[src/rtl/rv32i_pkg.sv]
// Shared RV32I definitions: funct3 access codes, opcodes, LSU state encoding.
// Latency: none (types and constants only).
// Backpressure: not applicable.
package rv32i_pkg;

  // Load/store access size and sign encodings (funct3 field).
  localparam logic [2:0] F3_B  = 3'b000;
  localparam logic [2:0] F3_H  = 3'b001;
  localparam logic [2:0] F3_W  = 3'b010;
  localparam logic [2:0] F3_BU = 3'b100;
  localparam logic [2:0] F3_HU = 3'b101;

  // Major opcodes shared with the main decoder.
  localparam logic [6:0] OP_LOAD   = 7'b0000011;
  localparam logic [6:0] OP_STORE  = 7'b0100011;
  localparam logic [6:0] OP_IMM    = 7'b0010011;
  localparam logic [6:0] OP_REG    = 7'b0110011;
  localparam logic [6:0] OP_BRANCH = 7'b1100011;
  localparam logic [6:0] OP_JAL    = 7'b1101111;
  localparam logic [6:0] OP_JALR   = 7'b1100111;
  localparam logic [6:0] OP_LUI    = 7'b0110111;
  localparam logic [6:0] OP_AUIPC  = 7'b0010111;

  typedef enum logic [1:0] {
    S_IDLE = 2'd0,
    S_REQ  = 2'd1,
    S_WAIT = 2'd2,
    S_DONE = 2'd3
  } lsu_state_t;

  // Stores only support B/H/W; loads additionally support the unsigned B/H forms.
  function automatic logic f3_legal(input logic is_store, input logic [2:0] f3);
    logic ok;
    ok = 1'b0;
    case (f3)
      F3_B, F3_H, F3_W: ok = 1'b1;
      F3_BU, F3_HU:     ok = ~is_store;
      default:          ok = 1'b0;
    endcase
    return ok;
  endfunction

endpackage

[src/rtl/lsu_align.sv]
// Byte-lane steering for stores, lane extraction/extension for loads, access legality check.
// Latency: purely combinational.
// Backpressure: none; outputs follow inputs in the same cycle.
module lsu_align
  import rv32i_pkg::*;
(
  input  logic        req_store,
  input  logic [2:0]  req_funct3,
  input  logic [1:0]  req_lane,
  input  logic [31:0] req_wdata,
  output logic        req_bad,
  output logic [3:0]  req_be,
  output logic [31:0] req_wdata_lane,
  input  logic [2:0]  ld_funct3,
  input  logic [1:0]  ld_lane,
  input  logic [31:0] ld_raw,
  output logic [31:0] ld_data
);

  logic        misaligned;
  logic [31:0] ld_shift;

  // Store steering: replicate data across lanes so the slave only needs byte enables.
  always_comb begin
    req_be         = 4'b0000;
    req_wdata_lane = req_wdata;
    case (req_funct3)
      F3_B: begin
        req_be         = 4'b0001 << req_lane;
        req_wdata_lane = {4{req_wdata[7:0]}};
      end
      F3_H: begin
        req_be         = req_lane[1] ? 4'b1100 : 4'b0011;
        req_wdata_lane = {2{req_wdata[15:0]}};
      end
      F3_W: begin
        req_be         = 4'b1111;
        req_wdata_lane = req_wdata;
      end
      default: begin
        req_be         = 4'b0000;
        req_wdata_lane = req_wdata;
      end
    endcase
  end

  // Halfwords need an even address, words need a 4-byte aligned address.
  always_comb begin
    misaligned = 1'b0;
    case (req_funct3)
      F3_H, F3_HU: misaligned = req_lane[0];
      F3_W:        misaligned = (req_lane != 2'b00);
      default:     misaligned = 1'b0;
    endcase
    req_bad = misaligned | ~f3_legal(req_store, req_funct3);
  end

  // Load formatting: bring the addressed lane down to bit 0, then extend.
  always_comb begin
    ld_shift = ld_raw >> {ld_lane, 3'b000};
    case (ld_funct3)
      F3_B:    ld_data = {{24{ld_shift[7]}}, ld_shift[7:0]};
      F3_BU:   ld_data = {24'd0, ld_shift[7:0]};
      F3_H:    ld_data = {{16{ld_shift[15]}}, ld_shift[15:0]};
      F3_HU:   ld_data = {16'd0, ld_shift[15:0]};
      default: ld_data = ld_raw;
    endcase
  end

endmodule

[src/rtl/load_store_unit.sv]
// Single-outstanding data-memory responder: decodes load/store strobes into one word bus access.
// Latency: fault 1 cycle, store 2 + grant delay, load 3 + grant delay + rvalid delay.
// Backpressure: stall held high to the core until done; bus_req held until bus_gnt.
module load_store_unit
  import rv32i_pkg::*;
#(
  parameter int ADDR_W = 32
) (
  input  logic              clk,
  input  logic              rst_n,
  input  logic              mem_read,
  input  logic              mem_write,
  input  logic [2:0]        funct3,
  input  logic [ADDR_W-1:0] addr,
  input  logic [31:0]       wdata,
  output logic              stall,
  output logic              done,
  output logic              fault,
  output logic [31:0]       rdata,
  output logic              bus_req,
  output logic              bus_we,
  output logic [ADDR_W-1:0] bus_addr,
  output logic [3:0]        bus_be,
  output logic [31:0]       bus_wdata,
  input  logic              bus_gnt,
  input  logic              bus_rvalid,
  input  logic [31:0]       bus_rdata
);

  lsu_state_t  state;
  logic        st_store;
  logic [2:0]  st_f3;
  logic [1:0]  st_lane;

  logic        req_bad;
  logic [3:0]  req_be;
  logic [31:0] req_wdata_lane;
  logic [31:0] ld_data;

  assign stall = (mem_read | mem_write) & ~done;

  // Request side checks the live inputs; load side formats against the latched access.
  lsu_align u_align (
    .req_store      (mem_write),
    .req_funct3     (funct3),
    .req_lane       (addr[1:0]),
    .req_wdata      (wdata),
    .req_bad        (req_bad),
    .req_be         (req_be),
    .req_wdata_lane (req_wdata_lane),
    .ld_funct3      (st_f3),
    .ld_lane        (st_lane),
    .ld_raw         (bus_rdata),
    .ld_data        (ld_data)
  );

  // Transaction FSM with registered bus and completion outputs.
  always_ff @(posedge clk or negedge rst_n) begin
    if (!rst_n) begin
      state     <= S_IDLE;
      st_store  <= 1'b0;
      st_f3     <= 3'b000;
      st_lane   <= 2'b00;
      done      <= 1'b0;
      fault     <= 1'b0;
      rdata     <= 32'd0;
      bus_req   <= 1'b0;
      bus_we    <= 1'b0;
      bus_addr  <= '0;
      bus_be    <= 4'b0000;
      bus_wdata <= 32'd0;
    end else begin
      case (state)
        S_IDLE: begin
          done  <= 1'b0;
          fault <= 1'b0;
          if (mem_read | mem_write) begin
            if (req_bad) begin
              // Rejected without touching the bus.
              fault <= 1'b1;
              done  <= 1'b1;
              state <= S_DONE;
            end else begin
              st_store  <= mem_write;
              st_f3     <= funct3;
              st_lane   <= addr[1:0];
              bus_req   <= 1'b1;
              bus_we    <= mem_write;
              bus_addr  <= {addr[ADDR_W-1:2], 2'b00};
              bus_be    <= req_be;
              bus_wdata <= mem_write ? req_wdata_lane : 32'd0;
              state     <= S_REQ;
            end
          end
        end
        S_REQ: begin
          if (bus_gnt) begin
            bus_req <= 1'b0;
            if (st_store) begin
              done  <= 1'b1;
              state <= S_DONE;
            end else begin
              state <= S_WAIT;
            end
          end
        end
        S_WAIT: begin
          if (bus_rvalid) begin
            rdata <= ld_data;
            done  <= 1'b1;
            state <= S_DONE;
          end
        end
        S_DONE: begin
          // The core advances on this edge, so the request lines are stale here.
          done  <= 1'b0;
          fault <= 1'b0;
          state <= S_IDLE;
        end
        default: begin
          state <= S_IDLE;
        end
      endcase
    end
  end

endmodule

[config.mk]
export PLATFORM = sky130hd
export DESIGN_NAME = load_store_unit
export DESIGN_NICKNAME = d
export VERILOG_FILES = /design/src/rtl/rv32i_pkg.sv /design/src/rtl/lsu_align.sv /design/src/rtl/load_store_unit.sv
export SDC_FILE = /design/constraint.sdc
export NUM_CORES = 1
export LEC_CHECK = 0
export CAP_MARGIN = 30
export CORE_AREA = 5 5 93 160
export DETAILED_ROUTE_END_ITERATION = 7
export DIE_AREA = 0 0 98 165
export GPL_TIMING_DRIVEN = 0
export PLACE_DENSITY = 0.74
export SLEW_MARGIN = 10
export SYNTH_ARGS = -nofsm -noshare
export SYNTH_HDL_FRONTEND = slang
export SYNTH_SLANG_ARGS = --single-unit
[constraint.sdc]
create_clock -name clk -period 1.6 [get_ports clk]
set_clock_uncertainty 0.05 [all_clocks]
set_input_delay 0.16 -clock clk [delete_from_list [all_inputs] [get_ports clk]]
set_output_delay 0.16 -clock clk [all_outputs]
set_load 0.05 [all_outputs]
==> results of run 1 <==
[worst max-delay path, cell delays in order (launching register included)]
cell and delay, ps:
sky130_fd_sc_hd__dfrtp_1 400, sky130_fd_sc_hd__inv_2 90, sky130_fd_sc_hd__buf_6 100, sky130_fd_sc_hd__ha_4 150, sky130_fd_sc_hd__o221ai_4 130, sky130_fd_sc_hd__buf_4 180
sky130_fd_sc_hd__buf_6 100, sky130_fd_sc_hd__buf_6 120, sky130_fd_sc_hd__mux2_4 290
[sequential cells by signal, summed over array words and instances (netlist names)]
name / flops
bus_addr: 30
bus_be: 4
bus_req: 1
bus_wdata: 32
done: 1
fault: 1
rdata: 32
st_f3: 3
st_lane: 2
st_store: 1
state: 2
[Yosys cell counts, types with 2 or more instances]
master / instances
sky130_fd_sc_hd__nand2_1: 62
sky130_fd_sc_hd__inv_1: 6
sky130_fd_sc_hd__buf_1: 4
sky130_fd_sc_hd__nor2_1: 25
sky130_fd_sc_hd__a2bb2oi_1: 7
sky130_fd_sc_hd__or3_1: 2
sky130_fd_sc_hd__o2bb2ai_1: 7
sky130_fd_sc_hd__o22ai_1: 23
sky130_fd_sc_hd__nand3b_1: 9
sky130_fd_sc_hd__nor2b_1: 3
sky130_fd_sc_hd__buf_6: 9
sky130_fd_sc_hd__o21ai_0: 57
sky130_fd_sc_hd__buf_2: 9
sky130_fd_sc_hd__a21oi_1: 30
sky130_fd_sc_hd__clkbuf_1: 13
sky130_fd_sc_hd__o21ai_1: 2
sky130_fd_sc_hd__mux2i_1: 34
sky130_fd_sc_hd__ha_1: 5
sky130_fd_sc_hd__dfrtp_1: 109
sky130_fd_sc_hd__mux2_2: 35
sky130_fd_sc_hd__buf_4: 3
sky130_fd_sc_hd__a22o_1: 8
sky130_fd_sc_hd__a31oi_1: 3
[worst min-delay path by stage]
stage / slack [ps] / depth (start not counted) / endpoint
2_1_floorplan: -190 / 0 / bus_addr[10]
3_3_place_gp: 410 / 2 / rdata[0]
3_5_place_dp: 130 / 1 / bus_addr[18]
4_1_cts: 200 / 2 / st_f3[1]
5_1_grt: 230 / 2 / st_f3[1]
6_report: 220 / 2 / st_f3[1]
[routing by layer]
layer  track usage (%)  routed length [um]  vias to the layer above
li1                  -                   -                     2250
met1              23.6                6490                     2375
met2              43.1               10400                      254
met3              4.95                1110                       59
met4              12.9                 978                        0
met5                 0                   0                        -
[stage by stage]
step | utilization [%] | hold slack (ps) | std cells | area (um^2)
finish | 64.8 | 222 | 916 | 8680
global route | 64.8 | 228 | 916 | 8680
CTS | 63.0 | 200 | 912 | 8430
detailed placement | 56.8 | 130 | 870 | 7600
global placement | 56.6 | 410 | 869 | 7570
floorplan | - | -186 | 490 | 5300
[area by class of cell]
type	instances	area, um^2
repair buffers	239	2380
clock buffers	11	243
plain buffers	36	319
clock inverters	5	42.5
fillers	1101	4710
inverters	6	22.5
flip-flops and latches	109	2730
multi-input cells	336	2720
well taps	174	218
[where the power goes]
group / internal, mW / switching [mW] / leakage, nW / total, mW
logic: 4.03 / 7.96 / 2.39 / 12.0
registers: 4.10 / 0.839 / 1.33 / 4.94
clock network: 1.12 / 1.07 / 0.137 / 2.19
total: 9.25 / 9.87 / 3.86 / 19.1
[kinds of logic after synthesis]
logic type | count (synthesis)
buf+inv | 45
mux | 69
flops | 109
fa+ha+maj | 5
compound gates | 146
simple gates | 114
other cells | 1
[repair_timing]
item / 4_1_cts / 5_1_grt
setup endpoints to repair: 210 / 96
hold buffers: 1 / 0
gates resized for setup: 227 / 72
endpoints found under the hold margin: 59 / 0
buffers inserted: 21 / 11
pin swaps: 34 / 20
gates cloned: 9 / 0
==> out/summary.json, run 1 <==
{
  "outcome": "finished, violations left",
  "failed_checks": "setup timing",
  "floorplan.initialDensity_pct": 39.3,
  "clock_tree.buffer_depth": 2,
  "via_count": 4938,
  "hold_viol": 0,
  "worstMarginPinSlew_ps": 588,
  "synth-compound-area-share_pct": 17.7,
  "worstReg2RegStart": "state[0]",
  "first_global_vias": 5378,
  "route.detailed.wl_per_inst_um": 20.8,
  "h-tree-depth": 3,
  "clkSinkCount": 109,
  "cts_root_buf": "sky130_fd_sc_hd__clkbuf_16",
  "post_synth_num_cell_types": 47,
  "ir_drop_uv": 1180,
  "power-per-cell-area_nw_per_um2": 2200,
  "gr-total-overflow": 0,
  "critPathCapture": "bus_addr[2]",
  "max_freq_mhz": 580,
  "grt_antenna_before_repair": 0,
  "finalSetupTns_ps": -3570,
  "num_cts_buffers": 9,
  "min_cycle_time_layout_ps": 1720,
  "post_synth_inst_count": 489,
  "postSynthAreaPerCell_um2": 10.8,
  "top_library_cells_by_usage_in_the_layout_fill_and_taps_aside": "108 x sky130_fd_sc_hd__dfrtp_1, 106 x sky130_fd_sc_hd__dlygate4sd2_1, 97 x sky130_fd_sc_hd__clkdlybuf4s50_1, 33 x sky130_fd_sc_hd__mux2_2, 32 x sky130_fd_sc_hd__nand2_1",
  "yosysTopAreaCellShare_pct": 51.8,
  "area.growth.synth_to_final_pct": 64.8,
  "synth-adder-area-share_pct": 1.19,
  "max_cap_viol_count": 0,
  "synthFlopType": "sky130_fd_sc_hd__dfrtp_1",
  "ioPinCount": 210,
  "drive_above_1_share_pct": 27.8,
  "place.detailed.hpwl_mm": 13.9,
  "synth.mux.area_fraction_pct": 14.0,
  "timing_worst_setup_path_type": "reg -> reg",
  "synth_edf_count": 0,
  "yosys.area.top_type": "sky130_fd_sc_hd__dfrtp_1",
  "num_rows": 56,
  "setup_ws_ps": -125,
  "hp-class": "in -> reg",
  "number_of_i_o_port_buffers": 205,
  "antenna_cells_inserted": 0,
  "totalWireLength_mm": 19.0,
  "synth_simple_gate_area_share_pct": 10.4,
  "place.gp.congestion": 0.929,
  "crit_fanout": 5,
  "grt_start_max_net_pins": 61,
  "clk_pin_slew_ps": 80,
  "detailedRoute.firstIterationViolations": 202,
  "report.final.slew_viol_count": 0,
  "synth.area.top_cells": "sky130_fd_sc_hd__dfrtp_1 52%, sky130_fd_sc_hd__mux2_2 7.5%, sky130_fd_sc_hd__mux2i_1 6.5%, sky130_fd_sc_hd__o21ai_0 5.4%, sky130_fd_sc_hd__nand2_1 4.4%",
  "die_width_um": 98,
  "ff2ff_path_depth": 8,
  "routed_via_density": 5.39,
  "ys_seq_elements": 109,
  "largest_family_of_logic_cells_by_synthesized_area": "compound AO/OA/AOI/OAI gates",
  "required_time_reported_for_the_critical_path_endpoint_ps": 1790,
  "setup_repair_after_global_routing_missed_its_margin": "true",
  "synthArstFlopShare_pct": 100,
  "ant_nets": 0,
  "timing.hold.worst.start": "funct3[1]",
  "cp_data_arrival_time_ps": 1910,
  "critical_path.startpoint": "state[0]",
  "dieArea_um2": 16200,
  "coreArea_um2": 13400,
  "totalPowerFinal_mw": 19.1,
  "synth-xor-area-share_pct": 0,
  "route.detailed.drc": 0,
  "static_leak_nw": 3.86,
  "fin_nets": 847,
  "netlist_area_um2": 5260,
  "cts_tree": "done",
  "setup.worst_path.start_class": "flip-flop",
  "ys_warn_count": 0,
  "clk_latency_ps": 340,
  "place_worst_setup_slack_ps": -657,
  "die_y_um": 165,
  "tightest_slew_margin_relative_to_the_limit_pct": 60.8,
  "min_period_over_period_pct": 108,
  "setup_violations": 65,
  "reg2reg_slack_ps": -120,
  "layout_commonest_cell": "sky130_fd_sc_hd__dfrtp_1",
  "grt_use_total_pct": 23.1,
  "grt_pass1_wl_mm": 28.9,
  "synth.yosys.seq_area_share_pct": 51.8,
  "detailedRoute.firstPassIterationCount": 4,
  "timing.rr.end": "bus_addr[2]",
  "setup.worst_path.end_class": "flip-flop"
}
No activity file was read; power rests on OpenSTA's default activity.
==> run 2: changes to the inputs <==
Settings changed: CAP_MARGIN 30 to 10.
==> results of run 2 <==
Same layout as run 1: the final DEF is identical, and so are final timing and power.
==> RTL change, RTL diff (flow settings as in run 1) <==
Set the parameter `ADDR_W` to 28 (it was 32).
--- a/src/rtl/load_store_unit.sv
+++ b/src/rtl/load_store_unit.sv
@@ -5,5 +5,5 @@
   import rv32i_pkg::*;
 #(
-  parameter int ADDR_W = 32
+  parameter int ADDR_W = 28
 ) (
   input  logic              clk,
Ports: changed (resized addr and bus_addr); port bits go from 210 to 202. The function was not compared with the original's and may differ.
==> RTL change against run 1 <==
- the flow still finishes with violations (setup timing)
- power fell by 1.7%
- die area did not move
- via count shrank 2.7%
- maximum frequency grew 2.3%
- sequential cell count fell by 4
- wire length decreased by 2.4%
- synthesized area decreased by 1.3%
- worst setup slack better by 39 ps
- first-iteration DRC count down 4.0%
- cell area is 3.3% lower
- critical path type unchanged
- largest cell class is now multi-input gates
==> RTL change: results (changes against run 1) <==
| Metric | Value |
|---|---|
| Postcts setup bufs | `15 (was 21)` |
| Syn avg cell area | `10.8 sq um (about the same)` |
| Dpl ws | `-649 ps (was -657 ps)` |
| Port Buffers | `197 (was 205)` |
| FF-to-FF End | `rdata[23]$_DFFE_PN0P_ (was bus_addr[2]$_DFFE_PN0P_)` |
| Fin worst setup slack | `-86.0 ps (was -125 ps)` |
| Largest net degree at the start of global routing | `63 (was 61)` |
| GRT met2 Usage | `0.410 (was 0.431)` |
| Detail Placement HPWL | `13800 um (was 13900 um)` |
| Met1 Routed Length | `6560 um (was 6490 um)` |
| GR Util met1 | `0.239 (was 0.236)` |
| Layout cells sized above 1 | `0.256 (was 0.278)` |
| Per-cell routed wire length | `20.8 um (about the same)` |
| Routability cong. | `0.935 (was 0.929)` |
| Largest regs | `bus_wdata (32), rdata (32), bus_addr (26) (was bus_wdata (32), rdata (32), bus_addr (30))` |
| Fin nets | `820 (was 847)` |
| Worst r2r src | `state[1]$_DFFE_PN0P_ (was state[0]$_DFFE_PN0P_)` |
| Worst-case reg-to-reg path depth | `6 (was 8)` |
| Violated checks | `setup timing (unchanged)` |
| Top cells by count, synth | `105 x dfrtp_1, 62 x nand2_1, 59 x o21ai_0 (was 109 x dfrtp_1, 62 x nand2_1, 57 x o21ai_0)` |
| 1st-iter DRT viols | `194 (was 202)` |
| Tot GR Track Use | `0.222 (was 0.231)` |
| HP Start | `funct3[1] (unchanged)` |
| Max IR drop VDD | `0.00111 V (was 0.00118 V)` |
| Cells after DPL | `853 (was 870)` |
| Final hold slack | `77.9 ps (was 222 ps)` |
| Synth unique cells | `49 (was 47)` |
| Dpl cell area | `0.00746 sq mm (was 0.00760 sq mm)` |
| Via density | `5.38 (was 5.39)` |
| Clk. pwr | `2390 uW (was 2190 uW)` |
| Proportion of synthesized chip area in sequential cells | `0.506 (was 0.518)` |
| Fin cells | `893 (was 916)` |
| Post-cts sizing count | `149 (was 227)` |
| Vias in the first global route | `5196 (was 5378)` |
| Status | `finished, violations left (unchanged)` |
| Crit-path slowest cell | `or3_4 (was dfrtp_1)` |
| Slew headroom | `0.389 (was 0.608)` |
| CP max stage delay | `460 ps (was 400 ps)` |
| M3 GR Usage | `0.0440 (was 0.0495)` |
| P_leak | `0.00382 uW (was 0.00386 uW)` |
| First-pass GRT wire length | `28200 um (was 28900 um)` |
| Sw Share | `0.509 (was 0.516)` |
| DRT Pass-1 Iters | `4 (unchanged)` |
| Clk root buf | `clkbuf_16 (unchanged)` |
| # setup viols final | `51 (was 65)` |
| Delay-heaviest family, CP | `simple AND/OR/NAND/NOR gates (was buffers and inverters)` |
| Sw power | `9570 uW (was 9870 uW)` |
| Metal2 WL | `10300 um (was 10400 um)` |
| Critical-path maximum fanout | `6 (was 5)` |
| Setup TNS | `-1780 ps (was -3570 ps)` |
| WL met3 | `953 um (was 1110 um)` |
| Min Clock Period, post-route | `1690 ps (was 1720 ps)` |
## RTL change: changes by cell type in the layout (fill, tap and decap cells not counted), sizes merged
cell / change
clkdlybuf4s50: -4
buf: -13
dlygate4sd2: -4
clkbuf: +4
dfrtp: -4
mux2: -4
clkinvlp: -1
bufinv: +1
clkinv: +2
## RTL change: area by class of cell
| class | instances | area [sq um] |
|---|---|---|
| buffer | 35 | 304 |
| clock buffer | 9 | 225 |
| clock inverter | 7 | 100 |
| fill | 1115 | 4990 |
| inverter | 6 | 25.0 |
| multi-input combinational | 332 | 2710 |
| sequential | 105 | 2630 |
| tap | 174 | 218 |
| timing repair buffer | 225 | 2180 |
## RTL change: cell families after synthesis
kind of cell / Yosys count / share of synthesized area
other: 1 / 0.000722
AO/OA/AOI/OAI: 146 / 0.180
AND/OR/NAND/NOR: 114 / 0.103
adder cells (fa/ha/maj): 5 / 0.0120
buffers and inverters: 44 / 0.0453
multiplexers: 65 / 0.153
flip-flops: 105 / 0.506
